## src/rtl/if_fetch_stage_pkg.sv

```systemverilog
// Shared pipeline definitions for the instruction-fetch stage: bubble encoding,
// reset PC, fetch FSM states, PC-source select and word-alignment helpers.
package pipeline_pkg;

    localparam logic [31:0] NOP_INST        = 32'h0000_0000;
    localparam logic [31:0] RESET_PC        = 32'h0000_0000;
    localparam logic [31:0] WORD_ALIGN_MASK = 32'hFFFF_FFFC;

    typedef enum logic [0:0] {
        FETCH = 1'b0,
        FLUSH = 1'b1
    } fetch_state_e;

    typedef enum logic [1:0] {
        SEQ    = 2'b00,
        BRANCH = 2'b01,
        JUMP   = 2'b10,
        HOLD   = 2'b11
    } redirect_sel_e;

    // Force a redirect target onto a word boundary.
    function automatic logic [31:0] align_word(input logic [31:0] addr);
        return addr & WORD_ALIGN_MASK;
    endfunction

    // Increment that sticks at all-ones instead of wrapping.
    function automatic logic [31:0] sat_inc(input logic [31:0] value);
        return (value == 32'hFFFF_FFFF) ? value : (value + 32'd1);
    endfunction

endpackage

```

## src/rtl/if_fetch_stage_if.sv

```systemverilog
// Bus between the fetch stage and its surroundings (ROM, ID stage, hazard unit).
// The master side is the fetch stage. Optional perf outputs appear only when
// IF_FETCH_PERF_EN is defined.
interface if_fetch_stage_if;

    logic [31:0] Addr;
    logic [31:0] Inst;
    logic        Stall;
    logic        BranchTaken;
    logic [31:0] BranchTarget;
    logic        Jump;
    logic [31:0] JumpTarget;
    logic [31:0] ID_Inst;
    logic [31:0] ID_PC;
    logic [31:0] ID_PCplus4;
    logic        ID_Valid;
`ifdef IF_FETCH_PERF_EN
    logic [31:0] PerfFetched;
    logic [31:0] PerfBubbles;

    modport master (
        output Addr, ID_Inst, ID_PC, ID_PCplus4, ID_Valid, PerfFetched, PerfBubbles,
        input  Inst, Stall, BranchTaken, BranchTarget, Jump, JumpTarget
    );
    modport slave (
        input  Addr, ID_Inst, ID_PC, ID_PCplus4, ID_Valid, PerfFetched, PerfBubbles,
        output Inst, Stall, BranchTaken, BranchTarget, Jump, JumpTarget
    );
`else
    modport master (
        output Addr, ID_Inst, ID_PC, ID_PCplus4, ID_Valid,
        input  Inst, Stall, BranchTaken, BranchTarget, Jump, JumpTarget
    );
    modport slave (
        input  Addr, ID_Inst, ID_PC, ID_PCplus4, ID_Valid,
        output Inst, Stall, BranchTaken, BranchTarget, Jump, JumpTarget
    );
`endif

endinterface

```

## src/rtl/if_fetch_stage_ifid_reg.sv

```systemverilog
// IF/ID pipeline register. Hold beats bubble beats load; a bubble replaces the
// instruction with NOP and clears valid while keeping the PC fields.
module ifid_reg #(
    parameter logic [31:0] NOP_INST = 32'h0000_0000
) (
    input  logic        clk,
    input  logic        clrn,
    input  logic        hold,
    input  logic        bubble,
    input  logic        load,
    input  logic [31:0] inst,
    input  logic [31:0] pc,
    input  logic [31:0] pc_plus4,
    output logic [31:0] id_inst,
    output logic [31:0] id_pc,
    output logic [31:0] id_pc_plus4,
    output logic        id_valid
);

    logic [31:0] inst_r;
    logic [31:0] pc_r;
    logic [31:0] pc_plus4_r;
    logic        valid_r;

    // IF/ID register update with synchronous reset.
    always_ff @(posedge clk) begin
        if (!clrn) begin
            inst_r     <= NOP_INST;
            pc_r       <= 32'h0000_0000;
            pc_plus4_r <= 32'h0000_0000;
            valid_r    <= 1'b0;
        end else if (hold) begin
            inst_r     <= inst_r;
            pc_r       <= pc_r;
            pc_plus4_r <= pc_plus4_r;
            valid_r    <= valid_r;
        end else if (bubble) begin
            inst_r     <= NOP_INST;
            valid_r    <= 1'b0;
        end else if (load) begin
            inst_r     <= inst;
            pc_r       <= pc;
            pc_plus4_r <= pc_plus4;
            valid_r    <= 1'b1;
        end else begin
            valid_r    <= valid_r;
        end
    end

    assign id_inst     = inst_r;
    assign id_pc       = pc_r;
    assign id_pc_plus4 = pc_plus4_r;
    assign id_valid    = valid_r;

endmodule

```

## src/rtl/if_fetch_stage.sv

```systemverilog
// Instruction-fetch stage: owns the PC, drives the ROM address and fills the
// IF/ID register. Redirects from ID insert one bubble; Stall freezes everything.
// Optional feature macro: IF_FETCH_PERF_EN adds saturating fetch/bubble counters.
module if_fetch_stage #(
    parameter logic [31:0] RESET_PC = pipeline_pkg::RESET_PC,
    parameter logic [31:0] NOP_INST = pipeline_pkg::NOP_INST
) (
    input  logic            Clk,
    input  logic            Clrn,
    if_fetch_stage_if.master bus
);
    import pipeline_pkg::*;

    logic [31:0]   pc_r;
    logic [31:0]   pc_next_s;
    logic [31:0]   pc_plus4_s;
    fetch_state_e  state_r;
    fetch_state_e  state_next_s;
    redirect_sel_e sel_s;
    logic          load_s;
    logic          bubble_s;
    logic          hold_s;
    logic [31:0]   id_inst_s;
    logic [31:0]   id_pc_s;
    logic [31:0]   id_pc_plus4_s;
    logic          id_valid_s;

    assign pc_plus4_s = pc_r + 32'd4;
    assign bus.Addr   = pc_r;

    // PC source priority: Stall, then Jump, then branch; a bubble in ID never redirects.
    always_comb begin
        sel_s = SEQ;
        if (bus.Stall) begin
            sel_s = HOLD;
        end else if (id_valid_s && bus.Jump) begin
            sel_s = JUMP;
        end else if (id_valid_s && bus.BranchTaken) begin
            sel_s = BRANCH;
        end else begin
            sel_s = SEQ;
        end
    end

    // Next-PC mux and IF/ID control decode.
    always_comb begin
        pc_next_s = pc_plus4_s;
        load_s    = 1'b0;
        bubble_s  = 1'b0;
        hold_s    = 1'b0;
        case (sel_s)
            HOLD: begin
                pc_next_s = pc_r;
                hold_s    = 1'b1;
            end
            JUMP: begin
                pc_next_s = align_word(bus.JumpTarget);
                bubble_s  = 1'b1;
            end
            BRANCH: begin
                pc_next_s = align_word(bus.BranchTarget);
                bubble_s  = 1'b1;
            end
            SEQ: begin
                pc_next_s = pc_plus4_s;
                load_s    = 1'b1;
            end
            default: begin
                pc_next_s = pc_r;
                hold_s    = 1'b1;
            end
        endcase
    end

    // PC register.
    always_ff @(posedge Clk) begin
        if (!Clrn) begin
            pc_r <= RESET_PC;
        end else begin
            pc_r <= pc_next_s;
        end
    end

    // Redirect FSM next state: one FLUSH cycle per redirect, stretched by Stall.
    always_comb begin
        state_next_s = state_r;
        case (state_r)
            FETCH: begin
                if (bubble_s) begin
                    state_next_s = FLUSH;
                end else begin
                    state_next_s = FETCH;
                end
            end
            FLUSH: begin
                if (bus.Stall) begin
                    state_next_s = FLUSH;
                end else begin
                    state_next_s = FETCH;
                end
            end
            default: begin
                state_next_s = FETCH;
            end
        endcase
    end

    // Redirect FSM state register.
    always_ff @(posedge Clk) begin
        if (!Clrn) begin
            state_r <= FETCH;
        end else begin
            state_r <= state_next_s;
        end
    end

    ifid_reg #(
        .NOP_INST (NOP_INST)
    ) u_ifid (
        .clk         (Clk),
        .clrn        (Clrn),
        .hold        (hold_s),
        .bubble      (bubble_s),
        .load        (load_s),
        .inst        (bus.Inst),
        .pc          (pc_r),
        .pc_plus4    (pc_plus4_s),
        .id_inst     (id_inst_s),
        .id_pc       (id_pc_s),
        .id_pc_plus4 (id_pc_plus4_s),
        .id_valid    (id_valid_s)
    );

    assign bus.ID_Inst    = id_inst_s;
    assign bus.ID_PC      = id_pc_s;
    assign bus.ID_PCplus4 = id_pc_plus4_s;
    assign bus.ID_Valid   = id_valid_s;

`ifdef IF_FETCH_PERF_EN
    logic [31:0] perf_fetched_r;
    logic [31:0] perf_bubbles_r;

    // Saturating counters: real fetches, and edges that bubble or hold.
    always_ff @(posedge Clk) begin
        if (!Clrn) begin
            perf_fetched_r <= 32'h0000_0000;
            perf_bubbles_r <= 32'h0000_0000;
        end else begin
            if (load_s) begin
                perf_fetched_r <= sat_inc(perf_fetched_r);
            end
            if (bubble_s || hold_s) begin
                perf_bubbles_r <= sat_inc(perf_bubbles_r);
            end
        end
    end

    assign bus.PerfFetched = perf_fetched_r;
    assign bus.PerfBubbles = perf_bubbles_r;
`endif

endmodule

```

## src/flat_wrapper.sv

```systemverilog
// flat-port wrapper written by rule: the top's interface ports become plain ports
module if_fetch_stage_flat import pipeline_pkg::*;
#(
    parameter logic [31:0] RESET_PC = pipeline_pkg::RESET_PC,
    parameter logic [31:0] NOP_INST = pipeline_pkg::NOP_INST
)
  (Clk, Clrn, bus_Addr, bus_ID_Inst, bus_ID_PC, bus_ID_PCplus4, bus_ID_Valid, bus_Inst, bus_Stall, bus_BranchTaken, bus_BranchTarget, bus_Jump, bus_JumpTarget);
  if_fetch_stage_if bus_i ();
  input  logic Clk;
  input  logic Clrn;
  output wire logic [$bits(bus_i.Addr)-1:0] bus_Addr;
  output wire logic [$bits(bus_i.ID_Inst)-1:0] bus_ID_Inst;
  output wire logic [$bits(bus_i.ID_PC)-1:0] bus_ID_PC;
  output wire logic [$bits(bus_i.ID_PCplus4)-1:0] bus_ID_PCplus4;
  output wire logic [$bits(bus_i.ID_Valid)-1:0] bus_ID_Valid;
  input wire logic [$bits(bus_i.Inst)-1:0] bus_Inst;
  input wire logic [$bits(bus_i.Stall)-1:0] bus_Stall;
  input wire logic [$bits(bus_i.BranchTaken)-1:0] bus_BranchTaken;
  input wire logic [$bits(bus_i.BranchTarget)-1:0] bus_BranchTarget;
  input wire logic [$bits(bus_i.Jump)-1:0] bus_Jump;
  input wire logic [$bits(bus_i.JumpTarget)-1:0] bus_JumpTarget;
  assign bus_Addr = bus_i.Addr;
  assign bus_ID_Inst = bus_i.ID_Inst;
  assign bus_ID_PC = bus_i.ID_PC;
  assign bus_ID_PCplus4 = bus_i.ID_PCplus4;
  assign bus_ID_Valid = bus_i.ID_Valid;
  assign bus_i.Inst = bus_Inst;
  assign bus_i.Stall = bus_Stall;
  assign bus_i.BranchTaken = bus_BranchTaken;
  assign bus_i.BranchTarget = bus_BranchTarget;
  assign bus_i.Jump = bus_Jump;
  assign bus_i.JumpTarget = bus_JumpTarget;
  if_fetch_stage #(.RESET_PC(RESET_PC), .NOP_INST(NOP_INST)) u_core (.Clk(Clk), .Clrn(Clrn), .bus(bus_i));
endmodule
```

## config.mk

```make
export PLATFORM = sky130hd
export DESIGN_NAME = if_fetch_stage_flat
export DESIGN_NICKNAME = d
export VERILOG_FILES = /design/src/rtl/if_fetch_stage_pkg.sv /design/src/rtl/if_fetch_stage_if.sv /design/src/rtl/if_fetch_stage_ifid_reg.sv /design/src/rtl/if_fetch_stage.sv /design/src/flat_wrapper.sv
export SDC_FILE = /design/constraint.sdc
export NUM_CORES = 1
export LEC_CHECK = 0
export BUFFER_PORTS_ARGS = -buffer_cell sky130_fd_sc_hd__buf_2
export CELL_PAD_IN_SITES_DETAIL_PLACEMENT = 1
export CELL_PAD_IN_SITES_GLOBAL_PLACEMENT = 1
export CORE_MARGIN = 8
export CORE_UTILIZATION = 37
export CTS_CLUSTER_SIZE = 25
export DETAILED_ROUTE_END_ITERATION = 10
export HOLD_SLACK_MARGIN = 0.02
export PLACE_DENSITY_LB_ADDON = 0.1
export SYNTH_ARGS = -nofsm -noshare
export SYNTH_HDL_FRONTEND = slang
export SYNTH_SLANG_ARGS = --single-unit
export TNS_END_PERCENT = 100
```

## constraint.sdc

```tcl
create_clock -name Clk -period 5.1 [get_ports Clk]
set_input_delay 1.53 -clock Clk [delete_from_list [all_inputs] [get_ports Clk]]
set_output_delay 1.53 -clock Clk [all_outputs]
set_load 0.01 [all_outputs]
```

==> impl_results.md <==
- GPL Wtd Cong: 0.772
- Final period demand of the worst path: 3.89 ns
- Sequential area share after synthesis: 0.443
- Routed len/inst: 19.8 um
- Die Height: 139 um
- # resized after CTS: 0
- R2R cell count: 9
- Number of remaining DRC errors: 0
- Antenna Nets Post-Route: 0
- Crit path top cell by count: inv_1
- Max Fanout on Critical Path: 35
- Largest net degree at the start of global routing: 86
- Die Footprint: 0.0192 mm^2
- Setup-failing EPs final: 0
- Sink Count: 123
- Int Pwr: 1.99 mW
- Worst-Margin Slew: 1.34 ns
- Ys flop type: dfxtp_1
- Max-cap violation count: 0
- Req. time, crit path: 5.43 ns
- Fin worst setup slack: 1.21 ns
- Synthesis Warnings: 0
- Slowest-stage cell, CP: nand2_1
- Share of async-settable or async-resettable flops after synthesis: 0
- # IOs: 230
- Clock transition at the registers of the reported paths: 0.05 ns
- Flops & latches, synth: 123
- Min Hold Slack: 0.457 ns
- TritonCTS clock tree: yes
- Register Area: 0.00246 mm^2
- RSZ-0062 raised after global routing: no
- First-pass GRT wire length: 33400 um
- Max incr delay on CP: 0.58 ns
- Max IR drop VDD: 0.209 mV
- Status: finished, final reports clean
- Mapped cell area: 0.00556 mm^2
- Yosys top cell by area: dfxtp_1
- # hold bufs at CTS: 0
- Latest clock arrival within the worst-skew pair: 0.42 ns
- Vias in the first global route: 6110
- Cell area after layout: 0.00733 mm^2
- Total negative slack: 0 ns
- Switching Share: 0.271
- Initial Util: 0.381
- Post-Route WL: 21000 um
- Synth top area share: 0.443
- Yosys cell types: 50
- Period utilisation layout: 0.762
- H-tree levels: 4
- CP cell instances: buf_2 > a21oi_4 > inv_1 > ha_2 > buf_4 > inv_1 > nand2_1 > a21oi_1 > o21ai_0 > nor3b_1
- Die Wd: 139 um
- Reg2reg setup slack: 2.01 ns
- Hold crit path type: register to register
- Initial antenna violation count: 2
- DR vias/cell: 5.40
- Layout cells sized above 1: 0.306
- Avg Inst Size Synth: 8.30 um^2
- Root buffer cell: clkbuf_16
- CP endpoint kind: register
- Family with the most delay on the worst path: buffers and inverters
- Port Buffers: 219
- Max Fclk: 0.257 GHz
- Skew final: 0.0124 ns
- Area taken by multi-input logic gates: 0.00284 mm^2
- Fin nets: 964
- Cell area power density: 372 mW/mm^2
- Area growth from synthesis to layout: 32.0%
- Total vias in the final route: 5710
- Data arrival, critical path: 4.21 ns
- Number of synthesized flops with an enable pin: 0
- Leakage power: 3.26 nW
- Relative slew slack: 0.105
- Clk pwr share: 0.453
- Worst setup path class: input port to register
- Fin. max-slew vios: 0
- Overall routing resource usage: 0.213
- Post-CTS Setup Repair Bufs: 0
- Buf/Inv on CP: 4
- Top cells by area, synth: dfxtp_1, a21oi_1, nor2_1
- CTS Buf Count: 17
- Startpoint Class: input port
- Gr ovfl total: 0
- Logic gate share of total power: 0.145
- Sequential share of power: 0.402
- CTS Buffer Depth: 2
- Rows: 44
- Core box area: 0.0146 mm^2
- Fill count: 1788
- TritonRoute pass-1 iters: 4
- Mapped Cells: 669
- Pre-CTS setup slack: 0.782 ns
- Worst Hold Path Cells: 2
- Critical path depth in cells: 10
- HPWL after DPL: 14900 um
- Initial DRC count: 338
- P_sw: 0.741 mW
- Post-DP Area: 0.00673 mm^2
- Final hold violation count: 0
-- layout by cell type, fill, tap and decap left out, types with 3 or more instances in the layout --
cell	synthesis	final
clkinv_2	0	3
and3_1	5	5
conb_1	1	6
o21ai_0	51	51
nor2_1	87	87
o21a_1	3	3
nand4_1	7	7
clkbuf_1	42	5
dfxtp_1	123	123
a211oi_1	11	11
o211ai_1	6	6
nor3b_1	4	4
clkbuf_16	0	17
clkbuf_8	0	3
a221oi_1	3	3
buf_2	4	219
xor2_1	16	16
inv_1	8	8
mux2i_1	32	32
buf_4	6	9
bufinv_16	0	3
nor4_1	5	5
a21oi_1	66	65
xnor2_1	8	8
a22oi_1	32	32
nand3_1	28	28
o221ai_1	4	4
o2111ai_1	4	4
nor3_1	25	25
a31oi_1	3	3
nand2_1	47	47
-- power by group through the flow --
stage	Clock (mW)	Sequential (mW)	Combinational [mW]
floorplan	0	1.12	0.213
global placement	0	1.11	0.384
detailed placement	0	1.12	0.398
CTS	1.26	1.10	0.401
global route	1.30	1.11	0.439
finish	1.24	1.10	0.395
-- sequential cells by signal (all words and copies together), names as in the netlist --
register,count
u_core.bus.Addr,30
u_core.u_ifid.id_pc_plus4,30
u_core.u_ifid.id_valid,1
u_core.u_ifid.id_inst,32
u_core.u_ifid.id_pc,30
-- final timing paths --
kind | to | startpoint
hold / removal | u_core.u_ifid.id_pc[30] | u_core.u_ifid.id_pc[30]
hold reg to reg | u_core.u_ifid.id_pc[30] | u_core.u_ifid.id_pc[30]
setup reg to reg | u_core.bus.Addr[16] | u_core.u_ifid.id_valid
setup / recovery | u_core.bus.Addr[16] | bus_Jump
-- Yosys cell counts, types with 2 or more instances --
cell type / number
o21ai_0: 51
buf_2: 4
o211ai_1: 6
and4_1: 2
mux2i_1: 32
clkbuf_2: 2
o221ai_1: 4
o21a_1: 3
a221oi_1: 3
o2111ai_1: 4
clkbuf_1: 42
buf_4: 6
nor3_2: 2
nor4_1: 5
and2_1: 2
a31oi_1: 3
xnor2_1: 8
inv_1: 8
a21oi_1: 66
and3_1: 5
dfxtp_1: 123
a211oi_1: 11
nor3b_1: 4
nor2_1: 87
xor2_1: 16
or3_1: 2
nand2_1: 47
nor3_1: 25
buf_1: 8
a22oi_1: 32
nand3_1: 28
ha_1: 4
nand4_1: 7
-- cells by family (layout without fill, tap and decap cells) --
logic type,count (synthesis),after routing,synth area share
multiplexers,32,32,0.0577
adder cells (fa/ha/maj),4,4,0.00901
AO/OA/AOI/OAI,189,189,0.206
flip-flops,123,123,0.443
AND/OR/NAND/NOR,225,225,0.193
XOR/XNOR,24,24,0.0378
buffers and inverters,71,269,0.0534
other,1,7,0.000675
-- metrics by stage --
stage	power, mW	utilization	instances
after global placement	1.50	0.462	1024
after CTS	2.76	0.503	1056
after global routing	2.84	0.503	1057
after floorplan	1.33	-	674
after detailed placement	1.51	0.462	1024
final	2.73	0.503	1057
-- worst min-delay path, stage by stage (launching register included) --
cell	delay [ns]
dfxtp_1	0.31
nand2_1	0.05
a21oi_1	0.05
-- metal layers --
metal,GRT usage,vias up,wire (um)
met5,0,-,8
li1,-,2756,-
met3,0.0836,15,1800
met4,0.0709,2,170
met1,0.250,2748,8870
met2,0.349,189,10100
-- cell type report --
type | instances | share of cell area
Sequential cell | 123 | 0.336
Tap cell | 184 | 0.0314
Clock inverter | 7 | 0.0154
Timing Repair Buffer | 228 | 0.159
Clock buffer | 25 | 0.0662
Multi-Input combinational cell | 480 | 0.388
Antenna cell | 1 | 0.000341
Inverter | 9 | 0.00461
No activity file was read; power rests on OpenSTA's default activity.
